### config.mk
export PLATFORM = sky130hd
export DESIGN_NAME = mem_port_arbiter_flat
export DESIGN_NICKNAME = d
export VERILOG_FILES = /design/src/rtl/mem_port_arbiter_if.sv /design/src/rtl/mem_port_arbiter.sv /design/src/flat_wrapper.sv
export SDC_FILE = /design/constraint.sdc
export NUM_CORES = 1
export LEC_CHECK = 0
export ABC_AREA = 1
export BUFFER_PORTS_ARGS = -buffer_cell sky130_fd_sc_hd__buf_4
export CAP_MARGIN = 0
export CORE_AREA = 2 2 109 111
export CTS_BUF_LIST = sky130_fd_sc_hd__clkbuf_16
export CTS_CLUSTER_SIZE = 30
export DETAILED_ROUTE_END_ITERATION = 8
export DIE_AREA = 0 0 111 113
export GPL_TIMING_DRIVEN = 1
export PLACE_DENSITY = 0.64
export SETUP_SLACK_MARGIN = 0.5
export SKIP_LAST_GASP = 1
export SLEW_MARGIN = 20
export SYNTH_ARGS = -nofsm -noshare
export SYNTH_HDL_FRONTEND = slang
export SYNTH_SLANG_ARGS = --single-unit
### constraint.sdc
create_clock -name clk -period 1.6 [get_ports clk]
set_input_delay 0.48 -clock clk [delete_from_list [all_inputs] [get_ports clk]]
set_output_delay 0.48 -clock clk [all_outputs]
set_load 0.005 [all_outputs]
### src/rtl/mem_port_arbiter_if.sv
// mem_port_arbiter_if: IF/LS requester and unified memory port bundle
interface mem_port_arbiter_if #(
  parameter int ADDR_W = 32,
  parameter int DATA_W = 32
);
  logic              if_req;
  logic [ADDR_W-1:0] if_addr;
  logic              if_flush;
  logic [DATA_W-1:0] if_rdata;
  logic              if_rvld;
  logic              if_stall;
  logic                ls_req;
  logic                ls_we;
  logic [DATA_W/8-1:0] ls_wstrb;
  logic [ADDR_W-1:0]   ls_addr;
  logic [DATA_W-1:0]   ls_wdata;
  logic [DATA_W-1:0]   ls_rdata;
  logic                ls_rvld;
  logic                ls_stall;
  logic                mem_req;
  logic                mem_we;
  logic [DATA_W/8-1:0] mem_wstrb;
  logic [ADDR_W-1:0]   mem_addr;
  logic [DATA_W-1:0]   mem_wdata;
  logic                mem_ready;
  logic [DATA_W-1:0]   mem_rdata;
  logic                mem_rvld;
  modport slave (
    input  if_req, if_addr, if_flush, ls_req, ls_we, ls_wstrb, ls_addr, ls_wdata,
           mem_ready, mem_rdata, mem_rvld,
    output if_rdata, if_rvld, if_stall, ls_rdata, ls_rvld, ls_stall,
           mem_req, mem_we, mem_wstrb, mem_addr, mem_wdata
  );
  modport master (
    output if_req, if_addr, if_flush, ls_req, ls_we, ls_wstrb, ls_addr, ls_wdata,
           mem_ready, mem_rdata, mem_rvld,
    input  if_rdata, if_rvld, if_stall, ls_rdata, ls_rvld, ls_stall,
           mem_req, mem_we, mem_wstrb, mem_addr, mem_wdata
  );
endinterface

### src/rtl/mem_port_arbiter.sv
// mem_port_arbiter: one-outstanding IF/LS arbiter for a unified memory port; MEM_ARB_RR_EN selects round-robin
module mem_port_arbiter #(
  parameter int ADDR_W = 32,
  parameter int DATA_W = 32
) (
  input logic              clk,
  input logic              rst,
  mem_port_arbiter_if.slave bus
);
  typedef enum logic [1:0] {IDLE, REQ, RESP} state_t;
  state_t              r_state, w_next;
  logic                r_owner_ls, r_drop, r_we;
  logic [DATA_W/8-1:0] r_wstrb;
  logic [ADDR_W-1:0]   r_addr;
  logic [DATA_W-1:0]   r_wdata;
  logic                w_if_ok, w_grant_ls, w_grant, w_resp;
  assign w_if_ok = bus.if_req & ~bus.if_flush;
  assign w_grant = (r_state == IDLE) & (bus.ls_req | w_if_ok);
`ifdef MEM_ARB_RR_EN
  logic r_last_ls;
  assign w_grant_ls = bus.ls_req & (~w_if_ok | ~r_last_ls);
  // remember who won the most recent grant so contention alternates
  always_ff @(posedge clk)
    if (rst) r_last_ls <= 1'b0;
    else if (w_grant) r_last_ls <= w_grant_ls;
`else
  assign w_grant_ls = bus.ls_req;
`endif
  assign bus.mem_we    = r_we;
  assign bus.mem_wstrb = r_wstrb;
  assign bus.mem_addr  = r_addr;
  assign bus.mem_wdata = r_wdata;
  // state register
  always_ff @(posedge clk)
    r_state <= rst ? IDLE : w_next;
  // next state, response routing and stalls
  always_comb begin
    w_next = (w_grant) ? REQ :
             (r_state == REQ && bus.mem_ready) ? RESP :
             (r_state == RESP && bus.mem_rvld) ? IDLE : r_state;
    w_resp       = (r_state == RESP) & bus.mem_rvld;
    bus.mem_req  = (r_state == REQ);
    bus.if_rvld  = w_resp & ~r_owner_ls & ~r_drop & ~bus.if_flush;
    bus.ls_rvld  = w_resp & r_owner_ls;
    bus.if_rdata = bus.mem_rdata;
    bus.ls_rdata = r_we ? '0 : bus.mem_rdata;
    bus.if_stall = bus.if_req & ~bus.if_rvld & ~bus.if_flush;
    bus.ls_stall = bus.ls_req & ~bus.ls_rvld;
  end
  // latch the winner's request fields at grant; IF carries no write data
  always_ff @(posedge clk)
    if (rst) begin
      r_owner_ls <= 1'b0;
      r_we       <= 1'b0;
      r_wstrb    <= '0;
      r_addr     <= '0;
      r_wdata    <= '0;
    end else if (w_grant) begin
      r_owner_ls <= w_grant_ls;
      r_we       <= w_grant_ls & bus.ls_we;
      r_wstrb    <= w_grant_ls ? bus.ls_wstrb : '0;
      r_addr     <= w_grant_ls ? bus.ls_addr : bus.if_addr;
      r_wdata    <= w_grant_ls ? bus.ls_wdata : '0;
    end
  // a flushed fetch still completes on memory but its response is swallowed
  always_ff @(posedge clk)
    if (rst || w_resp) r_drop <= 1'b0;
    else if ((r_state != IDLE) && !r_owner_ls && bus.if_flush) r_drop <= 1'b1;
endmodule

### src/flat_wrapper.sv
// flat-port wrapper written by rule: the top's interface ports become plain ports
module mem_port_arbiter_flat 
#(
  parameter int ADDR_W = 32,
  parameter int DATA_W = 32
)
  (clk, rst, bus_if_req, bus_if_addr, bus_if_flush, bus_ls_req, bus_ls_we, bus_ls_wstrb, bus_ls_addr, bus_ls_wdata, bus_mem_ready, bus_mem_rdata, bus_mem_rvld, bus_if_rdata, bus_if_rvld, bus_if_stall, bus_ls_rdata, bus_ls_rvld, bus_ls_stall, bus_mem_req, bus_mem_we, bus_mem_wstrb, bus_mem_addr, bus_mem_wdata);
  mem_port_arbiter_if #(.ADDR_W(ADDR_W), .DATA_W(DATA_W)) bus_i ();
  input logic clk;
  input logic rst;
  input wire logic [$bits(bus_i.if_req)-1:0] bus_if_req;
  input wire logic [$bits(bus_i.if_addr)-1:0] bus_if_addr;
  input wire logic [$bits(bus_i.if_flush)-1:0] bus_if_flush;
  input wire logic [$bits(bus_i.ls_req)-1:0] bus_ls_req;
  input wire logic [$bits(bus_i.ls_we)-1:0] bus_ls_we;
  input wire logic [$bits(bus_i.ls_wstrb)-1:0] bus_ls_wstrb;
  input wire logic [$bits(bus_i.ls_addr)-1:0] bus_ls_addr;
  input wire logic [$bits(bus_i.ls_wdata)-1:0] bus_ls_wdata;
  input wire logic [$bits(bus_i.mem_ready)-1:0] bus_mem_ready;
  input wire logic [$bits(bus_i.mem_rdata)-1:0] bus_mem_rdata;
  input wire logic [$bits(bus_i.mem_rvld)-1:0] bus_mem_rvld;
  output wire logic [$bits(bus_i.if_rdata)-1:0] bus_if_rdata;
  output wire logic [$bits(bus_i.if_rvld)-1:0] bus_if_rvld;
  output wire logic [$bits(bus_i.if_stall)-1:0] bus_if_stall;
  output wire logic [$bits(bus_i.ls_rdata)-1:0] bus_ls_rdata;
  output wire logic [$bits(bus_i.ls_rvld)-1:0] bus_ls_rvld;
  output wire logic [$bits(bus_i.ls_stall)-1:0] bus_ls_stall;
  output wire logic [$bits(bus_i.mem_req)-1:0] bus_mem_req;
  output wire logic [$bits(bus_i.mem_we)-1:0] bus_mem_we;
  output wire logic [$bits(bus_i.mem_wstrb)-1:0] bus_mem_wstrb;
  output wire logic [$bits(bus_i.mem_addr)-1:0] bus_mem_addr;
  output wire logic [$bits(bus_i.mem_wdata)-1:0] bus_mem_wdata;
  assign bus_i.if_req = bus_if_req;
  assign bus_i.if_addr = bus_if_addr;
  assign bus_i.if_flush = bus_if_flush;
  assign bus_i.ls_req = bus_ls_req;
  assign bus_i.ls_we = bus_ls_we;
  assign bus_i.ls_wstrb = bus_ls_wstrb;
  assign bus_i.ls_addr = bus_ls_addr;
  assign bus_i.ls_wdata = bus_ls_wdata;
  assign bus_i.mem_ready = bus_mem_ready;
  assign bus_i.mem_rdata = bus_mem_rdata;
  assign bus_i.mem_rvld = bus_mem_rvld;
  assign bus_if_rdata = bus_i.if_rdata;
  assign bus_if_rvld = bus_i.if_rvld;
  assign bus_if_stall = bus_i.if_stall;
  assign bus_ls_rdata = bus_i.ls_rdata;
  assign bus_ls_rvld = bus_i.ls_rvld;
  assign bus_ls_stall = bus_i.ls_stall;
  assign bus_mem_req = bus_i.mem_req;
  assign bus_mem_we = bus_i.mem_we;
  assign bus_mem_wstrb = bus_i.mem_wstrb;
  assign bus_mem_addr = bus_i.mem_addr;
  assign bus_mem_wdata = bus_i.mem_wdata;
  mem_port_arbiter #(.ADDR_W(ADDR_W), .DATA_W(DATA_W)) u_core (.clk(clk), .rst(rst), .bus(bus_i));
endmodule
==> impl_results.md, run 1 <==
- Run status: finished with violations
- Violated checks: setup timing
- Hold Fails Final Rpt: 0
- # DRC: 0
- # hold bufs at CTS: 0
- Maximum fanout along the worst path: 5
- Antenna violations before repair: 0
- Die footprint: 12500 µm²
- CTS Buf Count: 9
- Yosys reg bits: 73
- RSZ-0062 raised after global routing: yes
- GR Util All Layers: 0.249
- Synth-to-layout area growth: 122%
- PnR worst setup slack: -0.0274 ns
- Critical path type: register to primary output
- Vias per Instance: 4.62
- Port Buffers: 277
- Final nets: 1038
- First-pass GRT wire length: between 20000 and 30000 µm
- FFs w/ async S/R, synth: 0
- Syn Nets: about 750
- Max Slew Vio Count: 0
- Static Leakage: ~4.3 nW
- Vias in the first global route: 4977
- Area leader, netlist: dfxtp_1
- Max frequency: 614 MHz
- Filler-free cell count of the finished design: 1046
- Footprint of the multi-input gates: between 2000 and 2500 µm²
- Vias: 4834
- Combinational power share: 0.380
- Number of diodes: 0
- Clk_skew: 0.00873 ns
- Largest net degree at the start of global routing: 37
- Layout cells sized above 1: 0.569
- Fill count: 820
- # placed instances: ~970
- Share of power burned in registers: 0.321
- Post-synth EDFFs: 0
- 1st-pass router iterations: 5
- Switching Share: 0.292
- Critical Path RT: 1.12 ns
- Clock power share: 0.299
- Gpl congestion: 0.819
- Main flop type after synthesis: dfxtp_1
- Mapped cell area: 3730 µm²
- Setup TNS: -0.431 ns
- Max H-tree Level: 3
- Core area: between 10000 and 15000 µm²
- Final WL: 16600 µm
- DIE HEIGHT: 113 µm
- Most common cell in the netlist: nand2_1
- Share of the synthesized area in the top cell type: 0.392
- Clk pin slew, worst setup/hold paths: 0.06 ns
- Commonest cells in the netlist: nand2_1 (211), nor2_1 (102), dfxtp_1 (73)
- Met2 usage: 0.481
- Final setup fails: 26
- Setup crit start kind: register
- Max-cap violation count: 0
- Worst Setup End Kind: primary output
- Psw: 0.00198 W
- Met3 Usage GRT: 0.0600
- Cell Rows: 39
- Max VDD drop: 0.593 mV
- CTS tree: built
- Met1 Resource Use GR: 0.265
- Synth top area cells: dfxtp_1 (39%), nand2_1 (21%), nor2_1 (10%), nand3_1 (9.4%), buf_4 (7.0%)
- P per Cell Area: 819 nW/µm²
- Unique masters post-synth: 16
- DP Wirelength: 9490 µm
- Max-slew headroom: 0.771
- Int Pwr: about 0.0048 W
- GR peak layer: met2
- Final Critical Period: ~1.6 ns
- Initial Util: 0.331
- Worst hold path class: input pin to register
- WL/cell: 15.9 µm
- Clk sink count: 73
- Slew @ Worst Pin: 0.342 ns
- FF/Latch Area: 1560 µm²
- Pre-CTS WS: 0.0643 ns
- Remaining global-route overflow: 0
- Root buf cell: clkbuf_16
- Yosys warns: 0
- Mapped Cells: 605
- Boundary pin count: 278
- Mean Syn Cell Area: approximately 6.2 µm²
- Register area share after synthesis: 0.392
- WP data arrival: 1.15 ns
- Fin crit share: 1.02
- Final antenna-violating net count: 0
- Initial drt markers: 204
- Clk_lat worst skew: around 0.33 ns
- CTS Buffer Depth: 2
- Die Wd: around 110 µm
==> path summary, 6_finish.rpt <==
check | cells past startpoint | endpoint | from | slack [ns]
worst max-delay path | 5 | bus_if_stall | u_core.r_state[0]$_SDFFE_PP0P_ | -0.03
worst min register to register | 2 | u_core.bus.mem_wstrb[1]$_SDFFE_PP0P_ | u_core.bus.mem_wstrb[1]$_SDFFE_PP0P_ | 0.46
worst max register to register | 9 | u_core.bus.mem_wdata[18]$_SDFFE_PP0P_ | u_core.r_state[1]$_SDFFE_PP0P_ | 0.02
worst min-delay path | 3 | u_core.bus.mem_wdata[9]$_SDFFE_PP0P_ | bus_ls_wdata[9] | 0.34
==> cells in the final DEF (no fill, tap or decap), drive strengths merged <==
cell,n
dfxtp,73
a21boi,1
inv,73
nor2,104
clkbuf,13
clkinvlp,1
bufbuf,2
a21oi,4
buf,341
nand2,214
nand3,70
bufinv,1
clkinv,4
o21ai,1
nor4,1
==> power groups by stage <==
stage          registers [W]  clock network [W]  logic, W
4_1_cts              0.00216            0.00205   0.00243
3_3_place_gp         0.00212                  0   0.00156
2_1_floorplan        0.00214                  0  0.000810
6_report             0.00217            0.00203   0.00258
3_5_place_dp         0.00213                  0   0.00159
5_1_grt              0.00219            0.00214   0.00275
==> area by class of cell <==
type,instances,share of cell area
multi-input cells,395,0.248
flip-flops and latches,73,0.188
inverters,72,0.0330
clock inverters,7,0.00847
clock buffers,9,0.0272
repair buffers,347,0.474
well taps,143,0.0216
==> registers in the layout, summed over array words and instances, names as in the netlist <==
register              cells
u_core.bus.mem_we         1
u_core.bus.mem_wdata     32
u_core.r_state            2
u_core.r_owner_ls         1
u_core.bus.mem_addr      32
u_core.bus.mem_wstrb      4
u_core.r_drop             1
==> kinds of logic after synthesis <==
group / Yosys count / synth area share
buffers and inverters: 138 / 0.180
DFF: 73 / 0.392
and+or+nand+nor: 388 / 0.420
AOI/OAI and AO/OA: 6 / 0.00872
==> worst max-delay path: stages (launching register included) <==
cell and delay (ns):
dfxtp_4 0.35, inv_4 0.06, nand3_4 0.10, nor2_2 0.10, a21oi_1 0.06, buf_4 0.13
==> repair_timing <==
item	CTS	global route
gates resized for setup	272	33
cloned	22	5
setup buffers	21	10
pin swaps	5	12
endpoints found under the setup margin	210	211
==> stage by stage <==
step / cell area (µm²) / total power [W] / hold WS, ns / utilization
floorplan: 4150 / 0.00295 / 0.457 / -
global placement: 6040 / 0.00368 / 0.451 / 0.536
detailed placement: 6040 / 0.00372 / 0.457 / 0.536
CTS: 7940 / 0.00664 / 0.329 / 0.705
global route: 8280 / 0.00709 / 0.337 / 0.734
finish: 8280 / 0.00678 / 0.336 / 0.734
==> per-layer routing <==
metal	wire length, µm	share of wire	vias to the layer above
met3	1120	0.067	32
met2	9060	0.55	171
met1	6010	0.36	2257
li1	-	-	2374
met4	398	0.024	0
met5	0	0	-
Power figures use the tool's default switching activity.
==> inputs of run 2 (changes only) <==
--- a/config.mk
+++ b/config.mk
@@ -14,7 +14,7 @@
 export DETAILED_ROUTE_END_ITERATION = 8
 export DIE_AREA = 0 0 111 113
 export GPL_TIMING_DRIVEN = 1
-export PLACE_DENSITY = 0.64
+export PLACE_DENSITY = 0.79
 export SETUP_SLACK_MARGIN = 0.5
 export SKIP_LAST_GASP = 1
 export SLEW_MARGIN = 20
==> constraint.sdc (replaced) <==
create_clock -name clk -period 2.1 [get_ports clk]
set_input_delay 0.63 -clock clk [delete_from_list [all_inputs] [get_ports clk]]
set_output_delay 0.63 -clock clk [all_outputs]
set_load 0.005 [all_outputs]
==> impl_results.md, run 2 (synthesized netlist as in run 1, its figures left out) <==
- Layout cells sized above 1: 0.400
- Worst hold path class: register to register
- Final nets: between 900 and 1000
- Run status: complete, no violations
- Boundary pin count: 278
- Cell Rows: 39
- Setup TNS: 0 ns
- CTS Buffer Depth: 2
- WP data arrival: between 1 and 1.5 ns
- DIE HEIGHT: 113 µm
- Clk sink count: 73
- CTS tree: built
- PnR Total Power: 0.00452 W
- Fin crit share: 0.870
- Number of diodes: 0
- 1st-pass router iterations: 4
- DP Wirelength: approximately 9200 µm
- Maximum fanout along the worst path: 6
- Worst-path cell chain: buf_6 > nand3_4 > nor2_1 > a21oi_1 > buf_4
- Initial drt markers: 197
- Slew @ Worst Pin: 0.452 ns
- Commonest non-fill, non-tap cell in the layout: buf_4
- Max H-tree Level: 3
- Max incr delay on CP: 0.15 ns
- Max VDD drop: 0.440 mV
- Synth-to-layout area growth: 71.6%
- Gpl congestion: 0.784
- Final instance area: 6400 µm²
- Hold Fails Final Rpt: 0
- Worst Setup End Kind: primary output
- Critical path type: input pin to primary output
- Port Buffers: approximately 280
- Clk_skew: approximately 0.0066 ns
- Initial Util: 0.331
- WL/cell: 12.7 µm
- Most frequent cells in the layout: buf_4 (267), nand2_1 (211), nor2_1 (83)
- Final Critical Period: 1.83 ns
- Fill count: about 1000
- Die footprint: 12500 µm²
- Vias: 4305
- Placed Instance Area: 5730 µm²
- Final WL: 12600 µm
- Vias per Instance: 4.34
- Root buf cell: clkbuf_16
- # placed instances: between 900 and 1000
- P per Cell Area: 705 nW/µm²
- Max frequency: 547 MHz
- Final setup fails: 0
- GR Util All Layers: 0.193
- Remaining global-route overflow: 0
- RSZ-0062 raised after global routing: yes
- Clk_lat worst skew: 0.33 ns
- Filler-free cell count of the finished design: 991
- Largest net degree at the start of global routing: 49
- Fin util: 0.568
- Setup crit start kind: input pin
- Max-cap violation count: 0
- Static Leakage: 3.61 nW
- Vias in the first global route: 4097
- First-pass GRT wire length: slightly below 20000 µm
- Critical Path RT: 1.47 ns
- Max stage delay cell, worst path: a21oi_1
- Core area: 11300 µm²
- CTS Buf Count: 9
- Final antenna-violating net count: 0
- Clk pin slew, worst setup/hold paths: approximately 0.06 ns
- Max-slew headroom: 0.699
- # DRC: 0
- Max Slew Vio Count: 0
- Die Wd: 111 µm
- Antenna violations before repair: 0
==> run 2: layer usage <==
layer	share of wire	vias to the layer above	routed length (µm)	GRT usage
li1	-	2252	-	-
met1	0.42	1881	5360	0.239
met2	0.48	151	6030	0.321
met3	0.077	21	974	0.0573
met4	0.021	0	260	0.0675
met5	0	-	0	0
==> run 2: path summary, 6_finish.rpt <==
kind	to	slack [ns]	cells past startpoint	startpoint
worst min-delay path	u_core.bus.mem_wdata[6]$_SDFFE_PP0P_	0.46	2	u_core.bus.mem_wdata[6]$_SDFFE_PP0P_
worst min register to register	u_core.bus.mem_wdata[6]$_SDFFE_PP0P_	0.46	2	u_core.bus.mem_wdata[6]$_SDFFE_PP0P_
worst max register to register	u_core.bus.mem_addr[1]$_SDFFE_PP0P_	0.59	7	u_core.r_state[0]$_SDFFE_PP0P_
worst max-delay path	bus_if_stall	0.27	5	bus_mem_rvld
==> run 2: where the power goes <==
group | internal, W | switching (W)
logic | 0.000655 | 0.000549
registers | 0.00152 | 0.0000780
clock network | 0.00115 | 0.000565
==> run 2: metrics by stage <==
| stage | hold WS, ns | worst slack (ns) |
|---|---|---|
| after floorplan | 0.457 | 0.468 |
| after global placement | 0.452 | 0.268 |
| after detailed placement | 0.456 | 0.272 |
| after CTS | 0.464 | 0.307 |
| after global routing | 0.483 | 0.256 |
| final | 0.461 | 0.273 |
==> run 2: critical path: cells and delay by family <==
family	cells	cell delay (ns)
AOI/OAI and AO/OA	1	0.15
buffers and inverters	2	0.23
and+or+nand+nor	2	0.19
==> run 2: cell type report <==
type / count / area, µm² / share of cell area
clock buffer: 9 / 225 / 0.0352
clock inverter: 7 / 109 / 0.0170
inverter: 72 / 270 / 0.0422
multi-input combinational: 394 / 1770 / 0.276
sequential: 73 / 1470 / 0.230
tap: 143 / 179 / 0.0279
timing repair buffer: 293 / 2380 / 0.372
==> run 2: what timing repair did <==
item,4_1_cts,5_1_grt
setup endpoints to repair,38,38
buffers inserted,1,1
resized for setup,59,12
pin swaps,20,5
hold buffers,0,0
gates cloned,3,0
